File: src/rtl/ddr2_arbiter_pkg.sv
// ---------------------------------------------------------------------------
// ddr2_arbiter_pkg : shared DDR2 command encodings, arbiter states, defaults
// Revision: 1.0
// ---------------------------------------------------------------------------
`default_nettype none

package ddr2_arbiter_pkg;

  localparam int ADDR_BITS_DEF = 13;
  localparam int BA_BITS_DEF   = 3;

  // {cs_n, ras_n, cas_n, we_n}
  localparam logic [3:0] CMD_NOP  = 4'b0111;
  localparam logic [3:0] CMD_PRE  = 4'b0010;
  localparam logic [3:0] CMD_AREF = 4'b0001;
  localparam logic [3:0] CMD_ACT  = 4'b0011;
  localparam logic [3:0] CMD_WR   = 4'b0100;
  localparam logic [3:0] CMD_RD   = 4'b0101;

  typedef enum logic [2:0] {
    ST_IDLE  = 3'd0,
    ST_ARBIT = 3'd1,
    ST_AREF  = 3'd2,
    ST_WRITE = 3'd3,
    ST_READ  = 3'd4
  } state_t;

endpackage

`default_nettype wire

File: src/rtl/ddr2_cmd_mux.sv
// ---------------------------------------------------------------------------
// ddr2_cmd_mux : registered init/refresh/write/read mux onto the DDR2 command bus
// Revision: 1.0
// ---------------------------------------------------------------------------
`default_nettype none

module ddr2_cmd_mux
  import ddr2_arbiter_pkg::*;
#(
  parameter int ADDR_BITS = ADDR_BITS_DEF,
  parameter int BA_BITS   = BA_BITS_DEF
) (
  input  logic                 ck,
  input  logic                 rst,
  input  state_t               state,
  input  logic                 force_nop,
  input  logic [3:0]           init_cmd,
  input  logic [BA_BITS-1:0]   init_ba,
  input  logic [ADDR_BITS-1:0] init_addr,
  input  logic [3:0]           aref_cmd,
  input  logic [ADDR_BITS-1:0] aref_addr,
  input  logic [3:0]           wr_cmd,
  input  logic [BA_BITS-1:0]   wr_ba,
  input  logic [ADDR_BITS-1:0] wr_addr,
  input  logic [3:0]           rd_cmd,
  input  logic [BA_BITS-1:0]   rd_ba,
  input  logic [ADDR_BITS-1:0] rd_addr,
  output logic [3:0]           ddr_cmd,
  output logic [BA_BITS-1:0]   ddr_ba,
  output logic [ADDR_BITS-1:0] ddr_addr
);

  // Bank and address hold their last value whenever a NOP is issued.
  always_ff @(posedge ck) begin
    if (rst) begin
      ddr_cmd  <= CMD_NOP;
      ddr_ba   <= '0;
      ddr_addr <= '0;
    end else if (force_nop) begin
      ddr_cmd <= CMD_NOP;
    end else begin
      unique case (state)
        ST_IDLE: begin
          ddr_cmd  <= init_cmd;
          ddr_ba   <= init_ba;
          ddr_addr <= init_addr;
        end
        ST_AREF: begin
          ddr_cmd  <= aref_cmd;
          ddr_ba   <= '0;
          ddr_addr <= aref_addr;
        end
        ST_WRITE: begin
          ddr_cmd  <= wr_cmd;
          ddr_ba   <= wr_ba;
          ddr_addr <= wr_addr;
        end
        ST_READ: begin
          ddr_cmd  <= rd_cmd;
          ddr_ba   <= rd_ba;
          ddr_addr <= rd_addr;
        end
        default: ddr_cmd <= CMD_NOP;
      endcase
    end
  end

endmodule

`default_nettype wire

File: src/rtl/ddr2_arbiter.sv
// ---------------------------------------------------------------------------
// ddr2_arbiter : fixed-priority refresh/write/read arbiter with grant pulses,
//                burst-break hints and a granted-state watchdog
// Revision: 1.0
// ---------------------------------------------------------------------------
`default_nettype none

module ddr2_arbiter
  import ddr2_arbiter_pkg::*;
#(
  parameter int ADDR_BITS = ADDR_BITS_DEF,
  parameter int BA_BITS   = BA_BITS_DEF,
  parameter int TIMEOUT   = 1024
) (
  input  logic                 ck,
  input  logic                 rst,
  input  logic                 init_end,
  input  logic [3:0]           init_cmd,
  input  logic [BA_BITS-1:0]   init_ba,
  input  logic [ADDR_BITS-1:0] init_addr,
  input  logic                 aref_req,
  output logic                 aref_en,
  input  logic [3:0]           aref_cmd,
  input  logic [ADDR_BITS-1:0] aref_addr,
  input  logic                 aref_end,
  input  logic                 wr_req,
  output logic                 wr_en,
  input  logic [3:0]           wr_cmd,
  input  logic [BA_BITS-1:0]   wr_ba,
  input  logic [ADDR_BITS-1:0] wr_addr,
  input  logic                 wr_end,
  output logic                 wr_break,
  input  logic                 rd_req,
  output logic                 rd_en,
  input  logic [3:0]           rd_cmd,
  input  logic [BA_BITS-1:0]   rd_ba,
  input  logic [ADDR_BITS-1:0] rd_addr,
  input  logic                 rd_end,
  output logic                 rd_break,
  output logic [3:0]           ddr_cmd,
  output logic [BA_BITS-1:0]   ddr_ba,
  output logic [ADDR_BITS-1:0] ddr_addr,
  output logic                 timeout_err
);

  localparam int CNT_W = (TIMEOUT > 1) ? $clog2(TIMEOUT) : 1;
  localparam logic [CNT_W-1:0] TMO_LAST = CNT_W'(TIMEOUT - 1);

  state_t           state, state_next;
  logic [CNT_W-1:0] tmo_cnt;
  logic             granted;
  logic             cur_end;
  logic             tmo_hit;

  always_comb begin
    granted = 1'b0;
    cur_end = 1'b0;
    unique case (state)
      ST_AREF:  begin granted = 1'b1; cur_end = aref_end; end
      ST_WRITE: begin granted = 1'b1; cur_end = wr_end;   end
      ST_READ:  begin granted = 1'b1; cur_end = rd_end;   end
      default:  ;
    endcase
  end

  // An end in the last allowed cycle takes precedence over the watchdog.
  assign tmo_hit = granted && (tmo_cnt == TMO_LAST) && !cur_end;

  always_ff @(posedge ck) begin
    if (rst) state <= ST_IDLE;
    else     state <= state_next;
  end

  always_comb begin
    state_next = state;
    unique case (state)
      ST_IDLE: if (init_end) state_next = ST_ARBIT;
      ST_ARBIT: begin
        if (aref_req)    state_next = ST_AREF;
        else if (wr_req) state_next = ST_WRITE;
        else if (rd_req) state_next = ST_READ;
      end
      ST_AREF, ST_WRITE, ST_READ: if (cur_end || tmo_hit) state_next = ST_ARBIT;
      default: state_next = ST_IDLE;
    endcase
  end

  always_ff @(posedge ck) begin
    if (rst) begin
      aref_en     <= 1'b0;
      wr_en       <= 1'b0;
      rd_en       <= 1'b0;
      wr_break    <= 1'b0;
      rd_break    <= 1'b0;
      timeout_err <= 1'b0;
      tmo_cnt     <= '0;
    end else begin
      aref_en  <= (state == ST_ARBIT) && (state_next == ST_AREF);
      wr_en    <= (state == ST_ARBIT) && (state_next == ST_WRITE);
      rd_en    <= (state == ST_ARBIT) && (state_next == ST_READ);
      // Break follows the state being entered so it drops with the end edge.
      wr_break <= (state_next == ST_WRITE) && aref_req;
      rd_break <= (state_next == ST_READ) && aref_req;
      if (tmo_hit) timeout_err <= 1'b1;
      if (state == ST_ARBIT) tmo_cnt <= '0;
      else if (granted)      tmo_cnt <= tmo_cnt + 1'b1;
    end
  end

  ddr2_cmd_mux #(
    .ADDR_BITS (ADDR_BITS),
    .BA_BITS   (BA_BITS)
  ) u_cmd_mux (
    .ck        (ck),
    .rst       (rst),
    .state     (state),
    .force_nop (tmo_hit),
    .init_cmd  (init_cmd),
    .init_ba   (init_ba),
    .init_addr (init_addr),
    .aref_cmd  (aref_cmd),
    .aref_addr (aref_addr),
    .wr_cmd    (wr_cmd),
    .wr_ba     (wr_ba),
    .wr_addr   (wr_addr),
    .rd_cmd    (rd_cmd),
    .rd_ba     (rd_ba),
    .rd_addr   (rd_addr),
    .ddr_cmd   (ddr_cmd),
    .ddr_ba    (ddr_ba),
    .ddr_addr  (ddr_addr)
  );

endmodule

`default_nettype wire

File: config.mk
export PLATFORM = sky130hd
export DESIGN_NAME = ddr2_arbiter
export DESIGN_NICKNAME = d
export VERILOG_FILES = /design/src/rtl/ddr2_arbiter_pkg.sv /design/src/rtl/ddr2_cmd_mux.sv /design/src/rtl/ddr2_arbiter.sv
export SDC_FILE = /design/constraint.sdc
export NUM_CORES = 1
export LEC_CHECK = 0
export CAP_MARGIN = 20
export CORE_ASPECT_RATIO = 0.75
export CORE_MARGIN = 1
export CORE_UTILIZATION = 40
export CTS_CLUSTER_DIAMETER = 30
export DETAILED_ROUTE_END_ITERATION = 6
export PLACE_DENSITY = 0.77
export RECOVER_POWER = 25
export SYNTH_ARGS = -nofsm -noshare
export SYNTH_HDL_FRONTEND = slang
export SYNTH_SLANG_ARGS = --single-unit
File: constraint.sdc
create_clock -name ck -period 2.45 [get_ports ck]
set_clock_uncertainty 0.1 [all_clocks]
set_input_delay 0.245 -clock ck [delete_from_list [all_inputs] [get_ports ck]]
set_output_delay 0.245 -clock ck [all_outputs]
set_load 0.03 [all_outputs]
==> metrics.md <==
| Metric | Value |
|---|---|
| Status | `complete, no violations` |
| Main synth FF type | `dfxtp_1` |
| CP Launch Point | `state[0]` |
| WP data required | `roughly 2.6 ns` |
| Largest net degree at the start of global routing | `44` |
| Placed cell areas | `around 3700 um^2` |
| Asr flop ratio synth | `0%` |
| Core Rows | `24` |
| Cell count along the critical path | `5` |
| Share of cells above drive strength 1 | `under 10%` |
| Synth top area cells | `dfxtp_1 31%, mux2i_1 7.2%, mux2_1 6.3%` |
| Via density | `~5.5` |
| CP bufs+invs | `1` |
| Post-synth cell types | `46` |
| Placed cells | `around 470` |
| GR Overflow Total | `0` |
| CP endpoint | `u_cmd_mux.ddr_ba[0]` |
| Via count | `about 2600` |
| Clock transition at the registers of the reported paths | `roughly 0.08 ns` |
| Worst min path class | `reg -> reg` |
| Final Slew Violations | `0` |
| Post-route antenna net violation count | `0` |
| Cells after synthesis | `~300` |
| Initial Util | `a little over two fifths` |
| Critical R2R Capture | `u_cmd_mux.ddr_ba[0]` |
| Period utilisation layout | `between 80 and 90%` |
| TritonRoute pass-1 iters | `4` |
| Core box area | `about 6000 um^2` |
| Worst r2r src | `state[0]` |
| Maximum VDD drop | `between 0.0002 and 0.0003 V` |
| Hold Buf Count CTS | `0` |
| Synth area leader | `dfxtp_1` |
| Crit path kind | `reg -> reg` |
| Yosys warning count | `0` |
| Setup Viol. Count Final | `0` |
| Vias in the first global route | `about 2500` |
| Fmax | `about 460 MHz` |
| Final TNS setup | `0 ns` |
| Max clock buf depth | `2` |
| Final hold vios | `0` |
| Count leader, synth | `dfxtp_1` |
| Cell family with most CP delay | `compound AO/OA/AOI/OAI gates` |
| Most frequent cells after synthesis | `39 x dfxtp_1, 28 x nor2_1, 20 x nand2_1` |
| Clock Sinks | `39` |
| Crit-path max FO | `16` |
| Seq cells post-synth | `39` |
| Register area share after synthesis | `a little under a third` |
| Syn_nets | `381` |
| Final Non-Filler Cells | `about 480` |
| Crit path capture type | `flip-flop` |
| Num CTS Buffers | `5` |
| TritonCTS clock tree | `done` |
| Netlist Area Pre-Place | `around 2500 um^2` |
| WL final | `~7500 um` |
| Final core occ | `between 60% and 70%` |
| Root Buffer | `clkbuf_8` |
| Crit start category | `flip-flop` |
| Reg2Reg Depth | `5` |
| Slowest CP cell | `dfxtp_2` |
| Rel. slew slack | `~48%` |
| Total track usage | `a little under a quarter` |
| Fillers | `between 500 and 600` |
| Crit-path cells | `mux2_2 -> a32oi_2 -> a32o_2 -> buf_4 -> mux2i_1` |
| Die Wd | `about 93 um` |
| Cts repair resizes | `0` |
| Antenna violations before repair | `0` |
| Worst slew pin tran | `approximately 0.8 ns` |
| HPWL after DPL | `approximately 5500 um` |
| R2R Setup Slk | `0.27 ns` |
| Port Buffers | `roughly 110` |
| Min cycle time layout | `about 2.2 ns` |
| Residual DRC | `0` |
| Cell area after layout | `3770 um^2` |
| Worst endpoint data arrival time | `2.30 ns` |
| Leakage | `between 1 and 1.5 nW` |
| H-tree depth | `2` |
| Post-synth EDFFs | `0` |
| Synth top area share | `a little under a third` |
| Crit-path max cell delay | `about 0.53 ns` |
| Initial DRC count | `~160` |
| First-pass GRT wire length | `about 12000 um` |
| RSZ-0062 raised after global routing | `no` |
| Die Ht | `between 70 and 80 um` |
| Top Ports | `112` |
| MaxCap Viol Count | `0` |
| Gpl congestion | `0.7643` |
| Layout area overhead | `50.57%` |
| PnR Total Power | `between 0.0015 and 0.002 W` |
| Syn avg cell area | `around 8.5 um^2` |
| Cell area power density | `around 490 nW/um^2` |
| Worst skew pair latency | `0.29 ns` |
| Setup bufs post-CTS | `0` |
| Nets | `approximately 490` |
| Ant. Diodes | `0` |
| Wire length per cell | `roughly 16 um` |
| Die footprint | `6583 um^2` |
placed cells by master, fill, tap and decap left out, drive strengths merged, types with 3 or more instances in the layout:
| master | instances |
|---|---|
| and4 | 3 |
| or3 | 14 |
| nor3 | 7 |
| nand3 | 5 |
| mux2 | 16 |
| a2111oi | 3 |
| inv | 4 |
| a211o | 15 |
| dfxtp | 39 |
| a311o | 3 |
| o211ai | 17 |
| xor2 | 4 |
| nor2b | 16 |
| o2111ai | 3 |
| a21oi | 19 |
| a221oi | 4 |
| clkdlybuf4s50 | 98 |
| mux2i | 18 |
| nand2b | 3 |
| nor2 | 28 |
| dlygate4sd3 | 13 |
| xnor2 | 5 |
| nand2 | 20 |
| buf | 11 |
| clkbuf | 7 |
worst min-delay path: cells and delay by family (launching register included):
| family | cells | cell delay (ns) |
|---|---|---|
| flip-flops | 1 | 0.31 |
| AND/OR/NAND/NOR | 1 | 0.05 |
| multiplexers | 1 | 0.06 |
where the power goes:
part	leakage [nW]	internal, W	switching (W)	total (W)
clock	0.0470	0.000221	0.000219	0.000440
sequential	0.321	0.000687	0.0000392	0.000726
combinational	1.06	0.000350	0.000332	0.000682
total	1.43	0.00126	0.000590	0.00185
flip-flops by register name, summed over array words and instances, names as in the netlist:
register,flops
state,3
aref_en,1
rd_break,1
timeout_err,1
rd_en,1
tmo_cnt,10
u_cmd_mux.ddr_addr,13
u_cmd_mux.ddr_cmd,4
wr_en,1
wr_break,1
u_cmd_mux.ddr_ba,3
metrics by stage:
stage	hold slack (ns)	worst slack [ns]
after floorplan	0.2735	0.5728
after global placement	0.3551	0.2695
after detailed placement	0.3678	0.2468
after CTS	0.3759	0.2439
after global routing	0.4018	0.1240
final	0.3662	0.2665
cell type report:
class | count | area [um^2] | share of cell area (%)
Clock buffer | 6 | 82.58 | 2.191
Tap cell | 78 | 97.59 | 2.589
Multi-Input combinational cell | 225 | 1587 | 42.08
Sequential cell | 39 | 784.5 | 20.81
Clock inverter | 1 | 5.005 | 0.1328
Inverter | 4 | 15.01 | 0.3983
Timing Repair Buffer | 123 | 1199 | 31.80
how the worst min path moves through the flow:
stage,startpoint,endpoint,slack (ns),depth (start not counted)
after floorplan,aref_req,rd_break,0.27,2
after global placement,u_cmd_mux.ddr_ba[1],u_cmd_mux.ddr_ba[1],0.36,2
after detailed placement,u_cmd_mux.ddr_ba[1],u_cmd_mux.ddr_ba[1],0.37,2
after CTS,u_cmd_mux.ddr_ba[1],u_cmd_mux.ddr_ba[1],0.38,2
after global routing,u_cmd_mux.ddr_ba[2],u_cmd_mux.ddr_ba[2],0.40,2
final,u_cmd_mux.ddr_ba[1],u_cmd_mux.ddr_ba[1],0.37,2
logic make-up (layout without fill, tap and decap cells):
| logic type | Yosys count | after routing | synth area share (%) |
|---|---|---|---|
| xor gates and xnor gates | 9 | 9 | 3.148 |
| AOI/OAI and AO/OA | 76 | 76 | 23.74 |
| and+or+nand+nor | 105 | 105 | 21.59 |
| adders and majority gates | 1 | 1 | 0.4997 |
| buffers and inverters | 30 | 134 | 5.447 |
| DFF | 39 | 39 | 31.18 |
| muxes | 34 | 34 | 14.39 |
layer usage:
metal / up-vias / track usage (%) / routed length (um) / share of wire (%)
li1: 1291 / - / - / -
met1: 1206 / 33.38 / 3691 / 49
met2: 107 / 35.70 / 3181 / 42
met3: 11 / 5.229 / 563 / 7.5
met4: 0 / 7.009 / 109 / 1.4
met5: - / 0 / 0 / 0
Power figures use the tool's default switching activity.
